===== src/rtl/ram_io_unit.sv =====
// Data RAM plus memory-mapped input/output ports behind a one-cycle REQ/ACK handshake.
// After reset, and whenever CLR is pulsed, the RAM is zeroed by a sweep while BUSY is held high.
module ram_io_unit #(
    parameter int unsigned DATA_W  = 16,
    parameter int unsigned ADDR_W  = 8,
    parameter int unsigned DEPTH   = 64,
    parameter int unsigned IO_BASE = 64,
    parameter int unsigned N_IN    = 2,
    parameter int unsigned N_OUT   = 2
) (
    input  logic                    CLK,
    input  logic                    RESET,
    input  logic                    REQ,
    input  logic                    WE,
    input  logic [ADDR_W-1:0]       ADDR,
    input  logic [DATA_W-1:0]       WDATA,
    input  logic                    CLR,
    output logic                    BUSY,
    output logic                    ACK,
    output logic [DATA_W-1:0]       RDATA,
    output logic                    ERR,
    input  logic [N_IN*DATA_W-1:0]  IO_IN,
    output logic [N_OUT*DATA_W-1:0] IO_OUT
);
    localparam int unsigned RAM_AW = (DEPTH > 1) ? $clog2(DEPTH) : 1;
    localparam int unsigned AXW    = ADDR_W + 1;
    localparam int unsigned N_MAX  = (N_IN > N_OUT) ? N_IN : N_OUT;
    localparam logic [AXW-1:0]    DEPTH_A  = AXW'(DEPTH);
    localparam logic [AXW-1:0]    BASE_A   = AXW'(IO_BASE);
    localparam logic [RAM_AW-1:0] PTR_LAST = RAM_AW'(DEPTH - 1);

    if (DEPTH > IO_BASE || 64'(IO_BASE) + 64'(N_MAX) > (64'(1) << ADDR_W) ||
        N_IN < 1 || N_OUT < 1) begin : g_bad_params
        $error("ram_io_unit: illegal parameter combination");
    end

    typedef enum logic {S_CLEAR, S_IDLE} state_t;

    state_t                     state_q, state_d;
    logic [RAM_AW-1:0]          ptr_q, ptr_d;
    logic                       ack_q, ack_d;
    logic                       err_q, err_d;
    logic [DATA_W-1:0]          rdata_q, rdata_d;
    logic [N_OUT*DATA_W-1:0]    io_out_q, io_out_d;
    logic [N_IN*DATA_W-1:0]     sync1_q, sync1_d, sync2_q, sync2_d;
    logic [DATA_W-1:0]          mem_q [DEPTH];

    logic                       mem_we;
    logic [RAM_AW-1:0]          mem_waddr;
    logic [DATA_W-1:0]          mem_wdata;
    logic [AXW-1:0]             addr_x;
    logic                       in_ram, in_hit, out_hit;
    logic [DATA_W-1:0]          in_val;

    // Address decode over the full address width; no aliasing.
    always_comb begin
        addr_x  = {1'b0, ADDR};
        in_ram  = addr_x < DEPTH_A;
        in_hit  = 1'b0;
        out_hit = 1'b0;
        in_val  = '0;
        for (int i = 0; i < int'(N_IN); i++) begin
            if (addr_x == BASE_A + AXW'(i)) begin
                in_hit = 1'b1;
                in_val = sync2_q[i*DATA_W +: DATA_W];
            end
        end
        for (int j = 0; j < int'(N_OUT); j++) begin
            if (addr_x == BASE_A + AXW'(j)) begin
                out_hit = 1'b1;
            end
        end
    end

    always_comb begin
        state_d   = state_q;
        ptr_d     = ptr_q;
        ack_d     = 1'b0;
        err_d     = 1'b0;
        rdata_d   = rdata_q;
        io_out_d  = io_out_q;
        sync1_d   = IO_IN;
        sync2_d   = sync1_q;
        mem_we    = 1'b0;
        mem_waddr = ptr_q;
        mem_wdata = '0;
        case (state_q)
            S_CLEAR: begin
                mem_we = 1'b1;
                if (CLR) begin
                    ptr_d = '0;
                end else if (ptr_q == PTR_LAST) begin
                    ptr_d   = '0;
                    state_d = S_IDLE;
                end else begin
                    ptr_d = ptr_q + RAM_AW'(1);
                end
            end
            default: begin
                // CLR wins over a simultaneous request, which then stays pending.
                if (CLR) begin
                    state_d = S_CLEAR;
                    ptr_d   = '0;
                end else if (REQ) begin
                    ack_d = 1'b1;
                    if (WE) begin
                        if (in_ram) begin
                            mem_we    = 1'b1;
                            mem_waddr = ADDR[RAM_AW-1:0];
                            mem_wdata = WDATA;
                        end else if (out_hit) begin
                            for (int j = 0; j < int'(N_OUT); j++) begin
                                if (addr_x == BASE_A + AXW'(j)) begin
                                    io_out_d[j*DATA_W +: DATA_W] = WDATA;
                                end
                            end
                        end else begin
                            err_d = 1'b1;
                        end
                    end else begin
                        if (in_ram) begin
                            rdata_d = mem_q[ADDR[RAM_AW-1:0]];
                        end else if (in_hit) begin
                            rdata_d = in_val;
                        end else begin
                            rdata_d = '0;
                            err_d   = 1'b1;
                        end
                    end
                end
            end
        endcase
    end

    always_ff @(posedge CLK or posedge RESET) begin
        if (RESET) begin
            state_q  <= S_CLEAR;
            ptr_q    <= '0;
            ack_q    <= 1'b0;
            err_q    <= 1'b0;
            rdata_q  <= '0;
            io_out_q <= '0;
            sync1_q  <= '0;
            sync2_q  <= '0;
        end else begin
            state_q  <= state_d;
            ptr_q    <= ptr_d;
            ack_q    <= ack_d;
            err_q    <= err_d;
            rdata_q  <= rdata_d;
            io_out_q <= io_out_d;
            sync1_q  <= sync1_d;
            sync2_q  <= sync2_d;
        end
    end

    // RAM array is deliberately unreset; the sweep zeroes it.
    always_ff @(posedge CLK) begin
        if (mem_we) begin
            mem_q[mem_waddr] <= mem_wdata;
        end
    end

    assign BUSY   = (state_q == S_CLEAR);
    assign ACK    = ack_q;
    assign ERR    = err_q;
    assign RDATA  = rdata_q;
    assign IO_OUT = io_out_q;
endmodule


===== config.mk =====
export PLATFORM = sky130hd
export DESIGN_NAME = ram_io_unit
export DESIGN_NICKNAME = d
export VERILOG_FILES = /design/src/rtl/ram_io_unit.sv
export SDC_FILE = /design/constraint.sdc
export NUM_CORES = 1
export LEC_CHECK = 0
export CAP_MARGIN = 20
export CORE_MARGIN = 1
export CORE_UTILIZATION = 50
export DETAILED_ROUTE_END_ITERATION = 10
export PLACE_DENSITY = 0.69
export SLEW_MARGIN = 20
export SYNTH_ARGS = -nofsm -noshare
export SYNTH_HDL_FRONTEND = slang
export SYNTH_SLANG_ARGS = --single-unit

===== constraint.sdc =====
create_clock -name CLK -period 3.8 [get_ports CLK]
set_input_delay 0.38 -clock CLK [delete_from_list [all_inputs] [get_ports CLK]]
set_output_delay 0.38 -clock CLK [all_outputs]
set_load 0.005 [all_outputs]

# Yosys cells after proc, flatten, opt, wreduce, memory -nomap -nowiden
# Memories as Yosys holds them, arrays and structs flattened.
# Index checks and enable logic that the tools add are counted.
[op_classes] bitwise=4 muxes=39 eq_ne=4 n_addsub=1 order_cmp=1 n_reduce_logical=3
[ops] operator="2-to-1 mux 16 bit" count=9
[ops] operator="2-to-1 mux 6 bit" count=9
[ops] operator="2-to-1 mux 1 bit" count=21
[ops] operator="equality test 8 x 7 -> 1 bit, second input constant" count=2
[ops] operator="AND reduction 7 bit" count=2
[ops] operator="< comparator 8 x 7 -> 1 bit, second input constant" count=1
[ops] operator="adder 6 x 1 -> 6 bit, second input constant" count=1
[ops] operator="equality test 6 bit, second input constant" count=1
[ops] operator="inverter 1 bit" count=4
[ops] operator="AND reduction 4 bit" count=1
[ops] operator="inequality test 2 bit, second input constant" count=1
[totals] mem_count=1 register_bits=121 ram_bits=1024
[memory_table] name="mem_q" depth=64 width=16 rd=1 rd_ports_with_merged_regs=0 wr=1 line_no="46" rtl="logic [DATA_W-1:0] mem_q [DEPTH];"

# Logic depth before layout (Yosys ltp)
# Gate-level depths: netlist of run 1.
[depth] ltp_word=8 mapped_depth=10

# Worst setup path before layout of run 1
# No wires, ideal clock.
[synth_timing] path_kind="input to register" from="in CLR" to="mem mem_q[35][0] (enable)" arrival_ns=2.452 cell_stages=6 required_time_ns=3.412 slack_ns=0.959 setup_ns=0.388 cell_sequence="buf_2 > nand4b_1 > nor2_1 > mux2i_1 > o21ai_1 > nor2_1"
[synth_via] elab_chain_cells=4 elab_cells_between_ends=6 classes_between="6 x mux"
[synth_lines] element="start: declaration" line_no="17" rtl="input logic CLR,"
[synth_lines] element="2-to-1 mux 1 bit" line_no="101" rtl="if (CLR) begin"
[synth_lines] element="2-to-1 mux 1 bit" line_no="87" rtl="case (state_q)"
[synth_lines] element="2-to-1 mux 1 bit" line_no="159" rtl="if (mem_we) begin"
[synth_lines] element="2-to-1 mux 1 bit (not written as such)" line_no="160" rtl="mem_q[mem_waddr] <= mem_wdata;"
[synth_lines] element="end: declaration" line_no="46"
# Parallel ways exist; a longest one is shown, timed or not.

# Worst setup path in the final report of run 1
[layout_timing] from="in ADDR[7]" to="mem mem_q[1][10] (enable)"
[layout_via] elab_chain_cells=8 elab_cells_between_ends=13 classes_between="1 x order compare; 12 x mux"
[layout_lines] element="start: declaration" line_no="15" rtl="input logic [ADDR_W-1:0] ADDR,"
[layout_lines] element="< comparator 8 x 7 -> 1 bit (*)" line_no="58" rtl="in_ram = addr_x < DEPTH_A;"
[layout_lines] element="2-to-1 mux 1 bit" line_no="107" rtl="if (in_ram) begin"
[layout_lines] element="2-to-1 mux 1 bit" line_no="106" rtl="if (WE) begin"
[layout_lines] element="2-to-1 mux 1 bit" line_no="104" rtl="end else if (REQ) begin"
[layout_lines] element="2-to-1 mux 1 bit" line_no="101"
[layout_lines] element="2-to-1 mux 1 bit" line_no="87"
[layout_lines] element="2-to-1 mux 1 bit" line_no="159"
[layout_lines] element="2-to-1 mux 1 bit (not written as such)" line_no="160"
# Mark *: on every way between the ends. The rest lies on a longest branch, timed or not.

==> flow_summary.json, run 1 <==
{
  "ctsHoldBuffers": 0,
  "arrival_ns": 3.25,
  "ys_ff_latch": 1145,
  "grt_pass1_vias": 22800,
  "synth_ff_type": "edfxtp_1",
  "dieWidth_um": 300,
  "synthDistinctLibCells": 67,
  "cp_common_cell": "buf_4",
  "synth_area_leaders": "edfxtp_1 (69%), mux4_2 (11%), dfrtp_1 (6.8%)",
  "fin_area_um2": 51200,
  "coreArea_um2": 87300,
  "seq_area_um2": 33800,
  "worstPathRequired_ns": 4.16,
  "yosys-top-cells-count": "edfxtp_1 (1,024), mux4_2 (208), dfrtp_1 (121)",
  "worst-setup-path-type": "in2reg",
  "dr.pass1.iters": 6,
  "first_iter_violations": 3009,
  "synthesis.area_um2": 44400,
  "postCtsSetupBuffers": 0,
  "yosysWarnings": 0,
  "worstSetupEndpointType": "flip-flop",
  "maxCapViolCount": 0,
  "cts_resized": 0,
  "utilization_pct": 58.7,
  "peakVddDrop_uv": 409,
  "drc": 0,
  "cp_cell_sequence": "clkdlybuf4s50_1 > nor2_2 > buf_4 > nand3_1 > o31ai_1 > nand2_1 > nor2_1 > buf_4",
  "synth.most_common_cell": "edfxtp_1",
  "vias": 23000,
  "fin_ws_ns": 0.909,
  "max_freq_mhz": 346,
  "clkLatencyLatePin_ns": 0.69,
  "placement.io_buffers": 111,
  "dieArea_um2": 90000,
  "cts_max_level": 3,
  "multi_input_area_um2": 9840,
  "setup_viol_count_final": 0,
  "cp_num_buf_inv": 3,
  "nNetsFinal": 2476,
  "cts_buffers": 113,
  "crit_fanout": 22,
  "powerDensity_nw_per_um2": 498,
  "grtUsageTotal_pct": 25.5,
  "place_ws_ns": 0.365,
  "ios": 112,
  "clock_sinks": 1145,
  "finalHoldViolations": 0,
  "post_drt_via_cell_ratio": 6.28,
  "wl_um": 113000,
  "dpl-instance-area_um2": 47600,
  "grt_pass1_wl_um": 163000,
  "ant_nets": 0,
  "ys_seq_area_share_pct": 76.1,
  "synth_edf_count": 1024,
  "fin_cells": 3664,
  "grt_max_degree": 103,
  "gp_congestion": 0.917,
  "max_slew_margin_pct": 36.5,
  "yosys.area.top_type": "edfxtp_1",
  "clock_path_buffers": 3,
  "crit_path_top_delay_cell": "clkdlybuf4s50_1",
  "tightestPinTransition_ns": 0.952,
  "cp_top_family": "simple AND/OR/NAND/NOR gates",
  "cts.reportedPaths.clkPinSlew_ns": 0.06,
  "syn2layout_area_growth_pct": 15.4,
  "cts_tree": "built",
  "status": "completed",
  "fin_tns_setup_ns": 0,
  "leakage_nw": 19.4,
  "syn_inst": 2158,
  "min_period_ns": 2.89,
  "hpwl_um": 70700,
  "cts-root-buf": "clkbuf_16",
  "ys_async_sr_fraction_pct": 10.6,
  "yosysTopAreaCellShare_pct": 69.3,
  "fin_crit_sh_pct": 76.1,
  "hold_path.class": "in2reg",
  "dieHeight_um": 300,
  "n_antenna_cell": 0,
  "slowest_delay_ns": 0.71,
  "antenna_found_initial": 1,
  "startpoint_type": "input port",
  "skew_ns": 0.0295,
  "drive_gt1_share_pct": 24.8,
  "rsz0062_at_grt": "false",
  "rows": 108,
  "fillCellCount": 6194,
  "avgSynthCellArea_um2": 20.6,
  "dpl.cell_count": 3454,
  "initial_utilization_pct": 50.9,
  "synth_nets": 2220,
  "slew_violations": 0,
  "overflow": 0,
  "wl_per_cell_um": 30.8
}
## flip-flops by register name, summed over array words and instances, names as in the netlist
| register | count |
|---|---|
| ACK | 1 |
| mem_q | 1024 |
| IO_OUT | 32 |
| state_q | 1 |
| sync1_q | 32 |
| sync2_q | 32 |
| RDATA | 16 |
| ptr_q | 6 |
| ERR | 1 |
## kinds of logic after synthesis
family	count (synthesis)	synth area share (%)
mux	395	15.7
buf+inv	123	1.85
compound gates	182	2.94
simple gates	309	3.35
fa+ha+maj	1	0.0282
flops	1145	76.1
xor+xnor	3	0.0592
## layout by cell type, fill, tap and decap left out, types with 7 or more instances in the layout
master and n:
clkdlybuf4s50_1 107, nand2_1 92, o21ai_1 15, o2111ai_1 14, dfrtp_1 121, clkbuf_16 115
mux4_1 19, mux4_2 208, o22ai_1 19, clkinv_2 18, a221oi_1 12, a32o_1 7
and3_2 16, clkinv_1 20, mux2_1 10, nand2b_1 7, mux2_2 67, bufinv_16 7
buf_12 25, clkbuf_1 32, a21boi_0 11, mux2i_1 91, edfxtp_1 1024, o21ai_0 31
o221ai_1 12, nor2_1 88, clkbuf_8 10, o211ai_1 12, nand4_1 7, buf_4 125
a21oi_1 19, nand3_1 54
## worst reg2reg max path, cell delays in order (launching register included)
cell     delay, ns
dfrtp_1       0.49
and4b_1       0.43
nand3_1       0.14
a21oi_1       0.22
buf_4         0.17
nand2_1       0.45
nor2_1        0.30
buf_4         0.30
## metrics by stage
step	total power, mW	hold slack [ns]
6_report	25.5	0.123
5_1_grt	26.2	0.106
4_1_cts	25.7	0.0950
3_5_place_dp	15.0	0.335
3_3_place_gp	14.9	0.333
2_1_floorplan	14.5	0.331
## layer usage
layer / routed length, µm / up-vias / global-route usage [%]
met4: 3280 / 2 / 7.41
met5: 13 / - / 0
met3: 11400 / 204 / 4.53
li1: - / 9414 / -
met1: 45900 / 12100 / 38.1
met2: 52200 / 1296 / 38.7
## worst paths after layout
kind,from,to,slack [ns],cells after the start
setup / recovery,ADDR[7],mem_q[1][10],0.91,8
hold / removal,IO_IN[13],sync1_q[13],0.12,1
setup reg to reg,state_q,mem_q[1][10],0.96,7
hold reg to reg,sync1_q[14],sync2_q[14],0.34,0
max in group asynchronous,RESET,IO_OUT[19],2.71,3
min in group asynchronous,RESET,sync2_q[20],0.22,2
## power breakdown
part           switching [mW]  internal (mW)
sequential             0.0915           13.7
clock                    4.61           6.20
combinational           0.551          0.395
total                    5.25           20.3
## layout make-up
type | count | share of cell area [%]
tap | 1155 | 2.82
clock inverter | 54 | 0.938
multi-input combinational | 890 | 19.2
inverter | 3 | 0.0391
sequential | 1145 | 65.9
timing repair buffer | 261 | 4.99
clock buffer | 156 | 6.09
Note: power is estimated with default switching activity, not from simulation.
==> run 2, diff against run 1 <==
Settings changed: PLACE_DENSITY 0.69 to 0.67.
Clock period 3.8 ns to 2.7 ns, I/O delays scaled along.
==> flow_summary.json, run 2 (synthesis gave the netlist of run 1 again) <==
{
  "status": "completed",
  "overflow": 0,
  "finalHoldViolations": 0,
  "crit_fanout": 16,
  "largest_reg_flops": 1024,
  "drc": 0,
  "dieArea_um2": 90000,
  "wl_um": 113000,
  "min_period_ns": 2.56,
  "wl_per_cell_um": 30.0,
  "nNetsFinal": 2589,
  "cts-root-buf": "clkbuf_16",
  "clkLatencyLatePin_ns": 0.69,
  "cts.reportedPaths.clkPinSlew_ns": 0.06,
  "grt_use_met3_pct": 4.77,
  "clock_sinks": 1145,
  "grt_util_met2_pct": 41.2,
  "grt_use_met1_pct": 35.9,
  "max_freq_mhz": 391,
  "powerDensity_nw_per_um2": 688,
  "rsz0062_at_grt": "false",
  "fin_crit_sh_pct": 94.8,
  "grtUsageTotal_pct": 25.5,
  "leakage_nw": 20.2,
  "final_common_cell": "edfxtp_1",
  "maxCapViolCount": 0,
  "place_ws_ns": -0.267,
  "top_register": "mem_q",
  "hpwl_um": 75100,
  "placement.io_buffers": 111,
  "dieHeight_um": 300,
  "busiest_layer": "met2",
  "grt_pass1_vias": 23500,
  "setup_viol_count_final": 0,
  "syn2layout_area_growth_pct": 19.8,
  "post_drt_via_cell_ratio": 6.10,
  "grt_max_degree": 65,
  "gp_congestion": 0.998,
  "grt_pass1_wl_um": 163000,
  "drive_gt1_share_pct": 28.5,
  "first_iter_violations": 2772,
  "dieWidth_um": 300,
  "hold_path.class": "in2reg",
  "worstPathRequired_ns": 3.08,
  "crit_path_top_delay_cell": "dfrtp_1",
  "cts_resized": 0,
  "dr.pass1.iters": 6,
  "ant_nets": 0,
  "initial_utilization_pct": 50.9,
  "cp_common_cell": "buf_4",
  "most-common-layout-cells": "edfxtp_1 (1,024), mux4_2 (208), buf_4 (167)",
  "fillCellCount": 6051,
  "cts_tree": "built",
  "tightestPinTransition_ns": 0.989,
  "cts_max_level": 3,
  "ios": 112,
  "clock_path_buffers": 3,
  "skew_ns": 0.0273,
  "worstSetupEndpointType": "flip-flop",
  "peakVddDrop_uv": 557,
  "fin_ws_ns": 0.140,
  "arrival_ns": 2.94,
  "slowest_delay_ns": 0.51,
  "postCtsSetupBuffers": 0,
  "antenna_found_initial": 3,
  "max_slew_margin_pct": 34.0,
  "vias": 23000,
  "startpoint_type": "flip-flop",
  "cp_cell_sequence": "nand4b_1 > buf_4 > o21ai_0 > and3b_1 > nand2_1 > buf_4 > nor2_1 > buf_12",
  "hold_ws_ns": 0.0294,
  "worst-setup-path-type": "reg2reg",
  "rows": 108,
  "coreArea_um2": 87300,
  "slew_violations": 0,
  "cts_buffers": 113
}
run 2: cell count changes in the layout (fill, tap and decap cells not counted), sizes merged:
| cell | delta |
|---|---|
| buf | +113 |
| bufinv | +2 |
| clkbuf | -5 |
| clkinv | -2 |
| clkinvlp | +2 |
| diode | +1 |
| dlygate4sd3 | +1 |
| inv | -1 |
run 2: final timing paths:
check	from	endpoint	slack [ns]	cells past startpoint
setup reg to reg	state_q	mem_q[28][1]	0.14	8
hold reg to reg	sync1_q[3]	sync2_q[3]	0.34	0
max in group asynchronous	RESET	sync1_q[12]	1.62	3
setup / recovery	state_q	mem_q[28][1]	0.14	8
hold / removal	IO_IN[4]	sync1_q[4]	0.03	1
min in group asynchronous	RESET	sync2_q[4]	0.15	2
run 2: repair_timing:
action                                  CTS  global route
hold endpoints to repair                  1             0
endpoints found under the setup margin    0             0
hold buffers                              1             0
run 2: per-stage QoR:
stage | std cells | utilization [%] | power, mW | TNS [ns] | cell area [µm²]
2_1_floorplan | 2158 | - | 20.4 | -37.41 | 44400
3_3_place_gp | 3566 | 56.6 | 21.1 | -75.94 | 49400
3_5_place_dp | 3566 | 56.6 | 21.1 | -87.87 | 49400
4_1_cts | 3774 | 60.9 | 36.8 | 0 | 53200
5_1_grt | 3774 | 60.9 | 37.5 | 0 | 53200
6_report | 3775 | 60.9 | 36.6 | 0 | 53200
run 2: cell type report:
cell class / instances / area (µm²) / area share (%)
clock inverters: 55 / 554 / 1.04
well taps: 1155 / 1450 / 2.72
flip-flops and latches: 1145 / 33800 / 63.5
repair buffers: 374 / 4290 / 8.07
diodes: 1 / 2.50 / 0.00471
clock buffers: 152 / 3220 / 6.07
inverters: 3 / 17.5 / 0.0329
multi-input cells: 890 / 9850 / 18.5
run 2: power breakdown:
group          switching [mW]  internal (mW)  total, mW
clock network            6.57           9.22       15.8
logic                   0.786          0.649       1.43
registers               0.119           19.2       19.3
run 2: critical path, delay by kind of cell (launching register included):
| family | cells | cell delay, ns |
|---|---|---|
| compound gates | 1 | 0.20 |
| buf+inv | 3 | 0.62 |
| flops | 1 | 0.51 |
| simple gates | 4 | 0.92 |
run 2: per-layer routing:
layer	wire length (µm)	share of wire, %	vias to the layer above
li1	-	-	9630
met1	45600	40	12200
met3	9760	8.6	165
met4	2810	2.5	4
met5	27	0.024	-
met2	55000	49	1064
==> run 3, diff against run 2 <==
Settings changed: ABC_AREA set to 1.
==> flow_summary.json, run 3 <==
{
  "fin_area_um2": 56000,
  "clock_sinks": 1145,
  "dieWidth_um": 308,
  "ys_seq_area_share_pct": 72.0,
  "arrival_ns": 2.85,
  "yosys.area.top_type": "edfxtp_1",
  "cts_max_level": 3,
  "grt_pass1_wl_um": 193000,
  "leakage_nw": 23.4,
  "synthDistinctLibCells": 37,
  "crit_fanout": 14,
  "setup_viol_count_final": 0,
  "synth_nets": 4363,
  "dr.pass1.iters": 6,
  "yosys-top-cells-count": "nand2_1 (1,509), edfxtp_1 (1,024), inv_1 (371)",
  "cp.depth": 8,
  "dpl-instance-area_um2": 52200,
  "yosysWarnings": 0,
  "synthSimpleGateAreaFrac_pct": 19.8,
  "rows": 111,
  "drive_gt1_share_pct": 10.6,
  "grt_pass1_vias": 30500,
  "ys_async_sr_fraction_pct": 10.6,
  "synth_top_family_by_area": "simple AND/OR/NAND/NOR gates",
  "syn_inst": 4301,
  "overflow": 0,
  "first_iter_violations": 3894,
  "maxCapViolCount": 0,
  "peakVddDrop_uv": 540,
  "max_freq_mhz": 403,
  "top_register": "mem_q",
  "cts_resized": 0,
  "cp_cell_sequence": "inv_1 > or2_2 > buf_12 > o21ai_4 > nand4_1 > buf_4 > nor2_1 > buf_4",
  "ios": 112,
  "synth_mux_area_share_pct": 0,
  "synth_ff_type": "edfxtp_1",
  "syn2layout_area_growth_pct": 19.3,
  "dieHeight_um": 308,
  "cts_tree": "built",
  "fin_crit_sh_pct": 91.9,
  "hold_depth": 1,
  "cp_top_family": "simple AND/OR/NAND/NOR gates",
  "gp_congestion": 0.934,
  "dieArea_um2": 95000,
  "placement.io_buffers": 111,
  "coreArea_um2": 92400,
  "cp_num_buf_inv": 4,
  "utilization_pct": 60.6,
  "ant_nets": 0,
  "skew_ns": 0.0392,
  "grt_util_met2_pct": 42.9,
  "slew_violations": 0,
  "cts.reportedPaths.clkPinSlew_ns": 0.06,
  "synthesis.area_um2": 46900,
  "cp_common_cell": "buf_4",
  "reg2reg_depth": 8,
  "postCtsSetupBuffers": 0,
  "nNetsFinal": 4664,
  "grt_max_degree": 67,
  "most-common-layout-cells": "nand2_1 (1,509), edfxtp_1 (1,024), inv_1 (369)",
  "grtUsageTotal_pct": 27.6,
  "hold_path.class": "in2reg",
  "drc": 0,
  "synth_area_leaders": "edfxtp_1 (66%), nand2_1 (12%), dfrtp_1 (6.5%)",
  "synth.most_common_cell": "nand2_1",
  "worstPathRequired_ns": 3.07,
  "synthAdderAreaFrac_pct": 0.0267,
  "hpwl_um": 82100,
  "avgSynthCellArea_um2": 10.9,
  "slowest_delay_ns": 0.46,
  "synth_xor_area_share_pct": 0.0560,
  "cts_buffers": 112,
  "crit_path_top_delay_cell": "or2_2",
  "synth_compound_area_share_pct": 3.12,
  "ys_ff_latch": 1145,
  "max_slew_margin_pct": 61.9,
  "startpoint_type": "flip-flop",
  "fin_tns_setup_ns": 0,
  "finalHoldViolations": 0,
  "tightestPinTransition_ns": 0.572,
  "vias": 32200,
  "clock_path_buffers": 3,
  "largest_reg_flops": 1024,
  "synth_edf_count": 1024,
  "wl_um": 130000,
  "status": "completed",
  "busiest_layer": "met2",
  "min_period_ns": 2.48,
  "wl_per_cell_um": 22.0,
  "worstSetupEndpointType": "flip-flop",
  "initial_utilization_pct": 50.8,
  "clkLatencyLatePin_ns": 0.70,
  "ctsHoldBuffers": 24,
  "grt_use_met3_pct": 5.26,
  "p_total_mw": 36.5,
  "powerDensity_nw_per_um2": 652,
  "post_drt_via_cell_ratio": 5.42,
  "yosysTopAreaCellShare_pct": 65.6,
  "antenna_found_initial": 1,
  "grt_use_met1_pct": 38.5,
  "final_common_cell": "nand2_1",
  "cts-root-buf": "clkbuf_16",
  "rsz0062_at_grt": "false",
  "worst-setup-path-type": "reg2reg"
}
## run 3: routing by layer
| metal | up-vias | wire length, µm |
|---|---|---|
| met5 | - | 13 |
| met4 | 2 | 4800 |
| met3 | 227 | 14100 |
| met2 | 1730 | 59300 |
| met1 | 15400 | 52200 |
| li1 | 14900 | - |
## run 3: where the power goes
part	switching, mW	total, mW	internal [mW]
registers	0.0491	19.2	19.2
clock network	6.67	15.2	8.53
logic	1.37	2.03	0.655
total	8.09	36.5	28.4
## run 3: logic make-up (layout without fill, tap and decap cells)
family / after synthesis / in the layout
other: 0 / 1
AND/OR/NAND/NOR: 2286 / 2286
XOR/XNOR: 3 / 3
AO/OA/AOI/OAI: 273 / 273
flip-flops: 1145 / 1145
adder cells (fa/ha/maj): 1 / 1
buffers and inverters: 593 / 988
## run 3: path summary, 6_finish.rpt
path                              from            end  slack, ns
max                            state_q  mem_q[40][13]       0.22
min                          IO_IN[31]    sync1_q[31]       0.03
max reg2reg                    state_q  mem_q[40][13]       0.22
min reg2reg                sync1_q[30]    sync2_q[30]       0.35
max in group asynchronous        RESET     IO_OUT[21]       1.54
min in group asynchronous        RESET     IO_OUT[15]       0.54
## run 3: area by class of cell
cell class | count | area, µm²
fill | 7067 | 36400
sequential | 1145 | 33800
multi-input combinational | 2563 | 10900
timing repair buffer | 400 | 4730
clock buffer | 141 | 2950
tap | 1243 | 1560
inverter | 380 | 1450
clock inverter | 67 | 602
antenna | 1 | 2.50
## run 3: through the flow
step	setup slack [ns]	std cells	hold slack, ns
after floorplan	-0.532	4301	0.301
after global placement	-0.247	5707	0.331
after detailed placement	-0.318	5707	0.335
after CTS	0.258	5939	0.000575
after global routing	0.112	5939	0.0198
final	0.218	5940	0.0261
